$ cat src/rtl/sipo_pkg.sv
// Shared definitions for the serial link receiver: FSM states and the link word width.
package sipo_pkg;
  localparam int LINK_WIDTH = 4;

  typedef enum logic {
    ST_IDLE  = 1'b0,
    ST_SHIFT = 1'b1
  } state_t;
endpackage

$ cat src/rtl/sipo_out_reg.sv
// Single-entry valid/ready holding register; flags a completed word that had nowhere to go.
module sipo_out_reg
  import sipo_pkg::*;
#(
  parameter int WIDTH = LINK_WIDTH
) (
  input  logic             clk,
  input  logic             rst,
  input  logic             push,
  input  logic [WIDTH-1:0] word,
  input  logic             ready,
  output logic [WIDTH-1:0] data,
  output logic             valid,
  output logic             drop
);

  // A pop in the same cycle frees the slot, so only a stalled consumer loses the word.
  assign drop = push && valid && !ready;

  always_ff @(posedge clk or posedge rst) begin
    if (rst) begin
      data  <= '0;
      valid <= 1'b0;
    end else if (push && (!valid || ready)) begin
      data  <= word;
      valid <= 1'b1;
    end else if (valid && ready) begin
      valid <= 1'b0;
    end
  end

endmodule

$ cat src/rtl/sipo_deserializer.sv
// Serial-in parallel-out receiver: frames serial bits into WIDTH-bit words and
// hands them to a valid/ready consumer, with sticky overrun and framing-error flags.
module sipo_deserializer
  import sipo_pkg::*;
#(
  parameter int WIDTH     = LINK_WIDTH,
  parameter bit MSB_FIRST = 1'b1
) (
  input  logic             clk,
  input  logic             rst,
  input  logic             serial_in,
  input  logic             bit_valid,
  input  logic             frame_start,
  output logic [WIDTH-1:0] parallel_out,
  output logic             out_valid,
  input  logic             out_ready,
  output logic             busy,
  output logic             overrun,
  output logic             frame_err,
  input  logic             clr_err
);

  localparam int CW = $clog2(WIDTH + 1);

  generate
    if (WIDTH < 2) begin : g_width_check
      $error("sipo_deserializer: WIDTH must be at least 2");
    end
  endgenerate

  state_t           state, state_nxt;
  logic [CW-1:0]    count, count_nxt;
  logic [WIDTH-1:0] shreg, shreg_nxt;
  logic [WIDTH-1:0] shifted, seeded;
  logic             complete, frame_evt, drop;

  // seeded places a frame's first bit so that WIDTH-1 further shifts land it at its final slot
  generate
    if (MSB_FIRST) begin : g_msb
      assign shifted = {shreg[WIDTH-2:0], serial_in};
      assign seeded  = {{(WIDTH-1){1'b0}}, serial_in};
    end else begin : g_lsb
      assign shifted = {serial_in, shreg[WIDTH-1:1]};
      assign seeded  = {serial_in, {(WIDTH-1){1'b0}}};
    end
  endgenerate

  always_ff @(posedge clk or posedge rst) begin
    if (rst) begin
      state <= ST_IDLE;
      count <= '0;
      shreg <= '0;
    end else begin
      state <= state_nxt;
      count <= count_nxt;
      shreg <= shreg_nxt;
    end
  end

  always_comb begin
    state_nxt = state;
    count_nxt = count;
    shreg_nxt = shreg;
    complete  = 1'b0;
    frame_evt = 1'b0;
    case (state)
      ST_IDLE: begin
        if (bit_valid && frame_start) begin
          shreg_nxt = seeded;
          count_nxt = CW'(1);
          state_nxt = ST_SHIFT;
        end
      end
      ST_SHIFT: begin
        if (bit_valid && frame_start) begin
          frame_evt = 1'b1;
          shreg_nxt = seeded;
          count_nxt = CW'(1);
        end else if (bit_valid) begin
          shreg_nxt = shifted;
          if (count == CW'(WIDTH - 1)) begin
            complete  = 1'b1;
            count_nxt = '0;
            state_nxt = ST_IDLE;
          end else begin
            count_nxt = count + CW'(1);
          end
        end
      end
      default: state_nxt = ST_IDLE;
    endcase
  end

  sipo_out_reg #(.WIDTH(WIDTH)) u_out_reg (
    .clk   (clk),
    .rst   (rst),
    .push  (complete),
    .word  (shreg_nxt),
    .ready (out_ready),
    .data  (parallel_out),
    .valid (out_valid),
    .drop  (drop)
  );

  // Setting beats clearing so an error coinciding with clr_err is never lost.
  always_ff @(posedge clk or posedge rst) begin
    if (rst) begin
      overrun   <= 1'b0;
      frame_err <= 1'b0;
    end else begin
      if (drop)           overrun <= 1'b1;
      else if (clr_err)   overrun <= 1'b0;
      if (frame_evt)      frame_err <= 1'b1;
      else if (clr_err)   frame_err <= 1'b0;
    end
  end

  assign busy = (state == ST_SHIFT);

endmodule

$ cat config.mk
export PLATFORM = sky130hd
export DESIGN_NAME = sipo_deserializer
export DESIGN_NICKNAME = d
export VERILOG_FILES = /design/src/rtl/sipo_pkg.sv /design/src/rtl/sipo_out_reg.sv /design/src/rtl/sipo_deserializer.sv
export SDC_FILE = /design/constraint.sdc
export NUM_CORES = 1
export LEC_CHECK = 0
export CORE_MARGIN = 4
export CORE_UTILIZATION = 46
export CTS_BUF_LIST = sky130_fd_sc_hd__clkbuf_8
export DETAILED_ROUTE_END_ITERATION = 6
export GPL_ROUTABILITY_DRIVEN = 0
export PLACE_DENSITY = 0.77
export SYNTH_ARGS = -nofsm -noshare
export SYNTH_HDL_FRONTEND = slang
export SYNTH_SLANG_ARGS = --single-unit
$ cat constraint.sdc
create_clock -name clk -period 1.6 [get_ports clk]
set_clock_uncertainty 0.2 [all_clocks]
set_input_delay 0.24 -clock clk [delete_from_list [all_inputs] [get_ports clk]]
set_output_delay 0.24 -clock clk [all_outputs]
set_load 0.02 [all_outputs]
==> results of run 1 <==
-- power groups by stage --
stage,registers (W),logic (W),clock network (W)
floorplan,0.000613,0.000278,0
global placement,0.000559,0.000537,0
detailed placement,0.000564,0.000555,0
CTS,0.000567,0.000554,0.000306
global route,0.000582,0.000613,0.000325
finish,0.000566,0.000560,0.000298
-- logic make-up (layout without fill, tap and decap cells) --
logic type	after synthesis	in the layout	share of synthesized area
compound gates	12	12	0.141
fa+ha+maj	1	1	0.0170
buf+inv	11	38	0.0818
flops	15	15	0.511
mux	5	5	0.0818
simple gates	18	18	0.167
-- metal layers --
metal / up-vias / track usage / part of all wire
met2: 10 / 0.230 / 0.50
met3: 2 / 0.0338 / 0.043
met5: - / 0 / 0
li1: 264 / - / -
met1: 255 / 0.182 / 0.45
met4: 0 / 0.0484 / 0.0065
-- worst paths after layout --
| kind | from | end | slack, ns | cells past startpoint |
|---|---|---|---|---|
| setup / recovery | count[1] | u_out_reg.data[2] | -0.02 | 5 |
| hold / removal | rst | overrun | -0.0008 | 2 |
| setup reg to reg | count[1] | u_out_reg.data[2] | -0.02 | 5 |
| hold reg to reg | count[2] | count[2] | 0.29 | 1 |
| max in group asynchronous | rst | count[2] | 0.82 | 3 |
| min in group clk | count[2] | count[2] | 0.29 | 1 |
-- Yosys cell counts, drive strengths merged --
| master | number | area [um2] |
|---|---|---|
| o221ai | 3 | 45.0 |
| nor2 | 1 | 3.75 |
| a32o | 1 | 10.0 |
| buf | 3 | 30.0 |
| ha | 1 | 12.5 |
| mux2 | 5 | 60.1 |
| dfrtp | 15 | 375 |
| or3 | 1 | 6.26 |
| nand2b | 5 | 38.8 |
| o21ai | 4 | 23.8 |
| nand2 | 5 | 21.3 |
| o21a | 1 | 7.51 |
| a31oi | 1 | 6.26 |
| inv | 8 | 30.0 |
| o22ai | 1 | 6.26 |
| nand3 | 4 | 20.0 |
| nor4b | 1 | 23.8 |
| or2 | 1 | 8.76 |
| a21oi | 1 | 5.00 |
-- layout make-up --
type | count | area, um2
clock inverters | 1 | 5.00
clock buffers | 3 | 41.3
inverters | 8 | 30.0
well taps | 16 | 20.0
flip-flops and latches | 15 | 377
fillers | 124 | 489
multi-input cells | 36 | 327
repair buffers | 26 | 218
-- metrics by stage --
stage | area (um2) | std cells | TNS [ns]
floorplan | 738 | 62 | -0.154
global placement | 943 | 99 | -1.77
detailed placement | 943 | 99 | -2.00
CTS | 1010 | 104 | -0.0906
global route | 1020 | 105 | -0.297
finish | 1020 | 105 | -0.0873
-- what timing repair did --
| item | CTS | global route |
|---|---|---|
| buffers inserted | 1 | 1 |
| endpoints found under the setup margin | 12 | 5 |
| resized for setup | 15 | 0 |
| pin swaps | 2 | 0 |
| cloned | 0 | 0 |
| hold endpoints to repair | 0 | 0 |
-- flip-flops by register name (all words and copies together) (netlist names) --
register         flops
count                3
overrun              1
shreg                4
frame_err            1
u_out_reg.valid      1
u_out_reg.data       4
busy                 1
==> qor.csv, run 1 <==
metric,value,unit
largest net degree at the start of global routing,11,
"most common cell after layout, fill and taps aside",dfrtp_1,
failing checks,"negative hold slack, negative setup slack",
clock network fraction of total power,0.209,
syn_area_per_cell,11.8,um2
number of global-route vias before repair,530,
Clock Latency Late Sink,0.24,ns
Combinational Power Share,0.393,
Setup-failing EPs final,4,
Final min period,1.62,ns
DRT antenna net count,0,
Post-CTS Hold Fix Bufs,0,
Diodes inserted,0,
clock sinks,15,
total power,0.00142,W
"CTS clk-pin slew, worst paths",0.06,ns
final setup margin,-0.0244,ns
Placeable Area,1510,um2
die extent in x,48.0,um
area delta synth->final,38.5,%
layout cell share with drive strength beyond 1,0.348,
status,"complete, but fails checks",
final critical-path share of the clock period,1.02,
Max Slew Vio Count,0,
Sw Ratio,0.336,
total number of vias,531,
part of the Yosys area used for sequential elements,0.511,
sequential power share,0.398,
max-cap violations,0,
Final Util,0.675,
Final Hold Fails,2,
I/O pin count,15,
GRT Total Usage,0.141,
root buf cell,clkbuf_8,
initial antenna violation count,0,
RSZ-0062 raised after global routing,yes,
number of buffers and inverters on the critical path,1,
post-synthesis cell count,62,
TritonCTS Buffers,3,
min-delay worst type,in -> async,
most frequent cells in the layout,"14 x dfrtp_1, 12 x buf_4, 10 x dlygate4sd2_1, 8 x inv_1, 5 x mux2_4",
DIE HEIGHT,48.0,um
"flops & latches, synth",15,
number of cell rows,14,
Max clock buf depth,2,
Yosys warning total,0,
WS Path Type,reg -> reg,
Fmax,616,MHz
"Distinct cells, synth",24,
pre-CTS setup slack,-0.335,ns
DR pass1 iterations,4,
initial drt markers,24,
Post-Syn Nets,70,
Worst Path Max Fanout,4,
Power Density,1400,nW/um2
cell chain of the critical path,ha_4 > nand2b_4 > nor4b_4 > buf_4 > mux2_4,
mapped cell area,734,um2
Critical Path AT,1.55,ns
drt drc,0,
port bufs,14,
starting density of the core,0.488,
nature of the critical path startpoint,flop,
first-pass GRT wire length,2240,um
Worst-Margin Slew,0.233,ns
routed len/inst,13.2,um
max incr delay on CP,0.39,ns
Leak,0.494,nW
DR vias/cell,5.06,
required time worst endpoint,1.53,ns
peak supply drop,0.752,mV
TritonCTS clock tree,yes,
Int Pwr,0.000946,W
DRT Wirelength,1380,um
Net Switching,0.000479,W
die area,2300,um2
Min Hold Slack,-0.000831,ns
CTS H-tree lvls,1,
max_slew headroom,0.845,
CP endpoint kind,flop,
Crit path max-delay family,flip-flops,
nets@finish,98,
"Slowest-stage cell, CP",dfrtp_1,
GRT overflow,0,
No activity file was read; power rests on OpenSTA's default activity.
==> run 2, diff against run 1 <==
REMOVE_ABC_BUFFERS = 1   (was not set)
==> run 2 against run 1 <==
Net effect: the flow finishes with violations (negative setup slack); first-iteration DRC count decreased by 71%; combinational power decreased by 1%; clock power about the same; largest cell class unchanged; utilization decreased by 1.1 points; via count rose by 3.4%; total power fell by 1.3%; fmax is 3.3% lower; cell count is 0.95% lower; clock-buffer cell count is the same; die area unchanged; non-clock buffer count is 1 lower; largest power group unchanged; sequential cell count is the same.
==> qor.csv, run 2 (synthesized netlist as in run 1, its figures left out) <==
metric,value,unit,change
status,"complete, but fails checks",,unchanged
failing checks,negative setup slack,,"was negative hold slack, negative setup slack"
Worst-Margin Slew,0.219,ns,was 0.233 ns
Leak,0.487,nW,was 0.494 nW
"most common cell after layout, fill and taps aside",dfrtp_1,,unchanged
Diodes inserted,0,,unchanged
Critical Path Stages,5,,unchanged
number of buffers and inverters on the critical path,1,,unchanged
"Slowest-stage cell, CP",dfrtp_1,,unchanged
initial drt markers,7,,was 24
GRT Total Usage,0.152,,was 0.141
CP endpoint kind,flop,,unchanged
DRT antenna net count,0,,unchanged
first-pass GRT wire length,2260,um,was 2240 um
area delta synth->final,36.3,%,was 38.5%
total power,0.00141,W,was 0.00142 W
Int Pwr,0.000927,W,was 0.000946 W
clock sinks,15,,unchanged
RSZ-0062 raised after global routing,yes,,unchanged
Net Switching,0.000479,W,about the same
initial antenna violation count,0,,unchanged
total number of vias,549,,was 531
Min Hold Slack,0.0780,ns,was -0.000831 ns
GRT overflow,0,,unchanged
peak supply drop,0.704,mV,was 0.752 mV
final instance area,1000,um2,was 1020 um2
most frequent cells in the layout,"15 x dfrtp_1, 11 x buf_4, 9 x inv_1, 9 x dlygate4sd2_1, 5 x clkdlybuf4s50_1",,"was 14 x dfrtp_1, 12 x buf_4, 10 x dlygate4sd2_1, 8 x inv_1, 5 x mux2_4"
die area,2300,um2,unchanged
Worst Path Max Fanout,3,,was 4
clock network fraction of total power,0.210,,was 0.209
Crit path max-delay family,flip-flops,,unchanged
largest net degree at the start of global routing,11,,unchanged
R2R depth,5,,unchanged
Combinational Power Share,0.393,,about the same
WS Path Type,reg -> reg,,unchanged
CTS H-tree lvls,1,,unchanged
DRT Wirelength,1480,um,was 1380 um
sequential power share,0.397,,was 0.398
DIE HEIGHT,48.0,um,unchanged
port bufs,14,,unchanged
Final Hold Fails,0,,was 2
Power Density,1400,nW/um2,about the same
nets@finish,97,,was 98
nature of the critical path startpoint,flop,,unchanged
Placeable Area,1510,um2,unchanged
routed len/inst,14.2,um,was 13.2 um
Critical Path AT,1.61,ns,was 1.55 ns
max-cap violations,0,,unchanged
Setup-failing EPs final,4,,unchanged
final critical-path share of the clock period,1.05,,was 1.02
area of placed instances,932,um2,was 943 um2
root buf cell,clkbuf_8,,unchanged
reg-to-reg endpoint,u_out_reg.data[2],,unchanged
I/O pin count,15,,unchanged
starting density of the core,0.488,,unchanged
TritonCTS Buffers,3,,unchanged
Final TNS setup,-0.225,ns,was -0.0873 ns
r2r setup slk,-0.08,ns,was -0.02 ns
final setup margin,-0.0791,ns,was -0.0244 ns
"CTS clk-pin slew, worst paths",0.06,ns,about the same
Largest regs,"shreg (4), u_out_reg.data (4), count (3)",,unchanged
Fmax,596,MHz,was 616 MHz
TritonCTS clock tree,yes,,unchanged
Final min period,1.68,ns,was 1.62 ns
Max clock buf depth,2,,unchanged
number of cell rows,14,,unchanged
Final Util,0.664,,was 0.675
min-delay worst type,in -> async,,unchanged
cell chain of the critical path,ha_4 > nand2b_4 > nor4b_4 > buf_4 > mux2_2,,was ha_4 > nand2b_4 > nor4b_4 > buf_4 > mux2_4
Post-CTS Hold Fix Bufs,0,,unchanged
DR pass1 iterations,4,,unchanged
max_slew headroom,0.853,,was 0.845
layout cell share with drive strength beyond 1,0.318,,was 0.348
drt drc,0,,unchanged
Sw Ratio,0.341,,was 0.336
Max Slew Vio Count,0,,unchanged
number of global-route vias before repair,500,,was 530
RR Startpoint,count[1],,unchanged
DR vias/cell,5.28,,was 5.06
post-DP HPWL,1130,um,
required time worst endpoint,1.53,ns,about the same
Clock Latency Late Sink,0.25,ns,was 0.24 ns
die extent in x,48.0,um,unchanged
max incr delay on CP,0.40,ns,was 0.39 ns
[run 2: per-stage QoR]
step	setup slack, ns	std cells
floorplan	-0.119	59
global placement	-0.316	98
detailed placement	-0.328	98
CTS	-0.0717	104
global route	-0.140	104
finish	-0.0791	104
[run 2: timing repair]
item / in CTS / in global routing
gates resized for setup: 12 / 1
endpoints found under the setup margin: 12 / 5
cloned: 0 / 0
setup buffers: 2 / 0
pin swaps: 1 / 1
endpoints found under the hold margin: 0 / 0
[run 2: worst max-delay path by stage]
| stage | end | from | slack, ns |
|---|---|---|---|
| finish | u_out_reg.data[2] | count[1] | -0.08 |
| global route | u_out_reg.data[2] | count[0] | -0.14 |
| CTS | u_out_reg.data[2] | count[0] | -0.07 |
| detailed placement | u_out_reg.data[0] | frame_start | -0.33 |
| global placement | u_out_reg.data[2] | frame_start | -0.32 |
| floorplan | u_out_reg.data[0] | busy | -0.12 |
[run 2: final cells by class]
| class | count | area, um2 |
|---|---|---|
| clock buffer | 3 | 41.3 |
| tap | 16 | 20.0 |
| sequential | 15 | 375 |
| clock inverter | 1 | 3.75 |
| multi-input combinational | 36 | 319 |
| timing repair buffer | 25 | 211 |
| inverter | 8 | 30.0 |
| fill | 110 | 505 |
[run 2: worst reg2reg max path: stages, from the launching register on]
cell,delay (ns)
dfrtp_1,0.40
ha_4,0.17
nand2b_4,0.06
nor4b_4,0.23
buf_4,0.18
mux2_2,0.32
[run 2: metal layers]
layer,GRT usage,up-vias,share of wire
met3,0.0451,2,0.057
met1,0.179,269,0.42
met4,0.0806,0,0.013
met2,0.248,14,0.51
li1,-,264,-
met5,0,-,0
[run 2: power by group through the flow]
stage	Combinational, W	Sequential, W	Clock (W)
final	0.000553	0.000557	0.000296
after global routing	0.000601	0.000569	0.000316
after CTS	0.000547	0.000548	0.000305
after detailed placement	0.000565	0.000554	0
after global placement	0.000541	0.000547	0
after floorplan	0.000223	0.000629	0
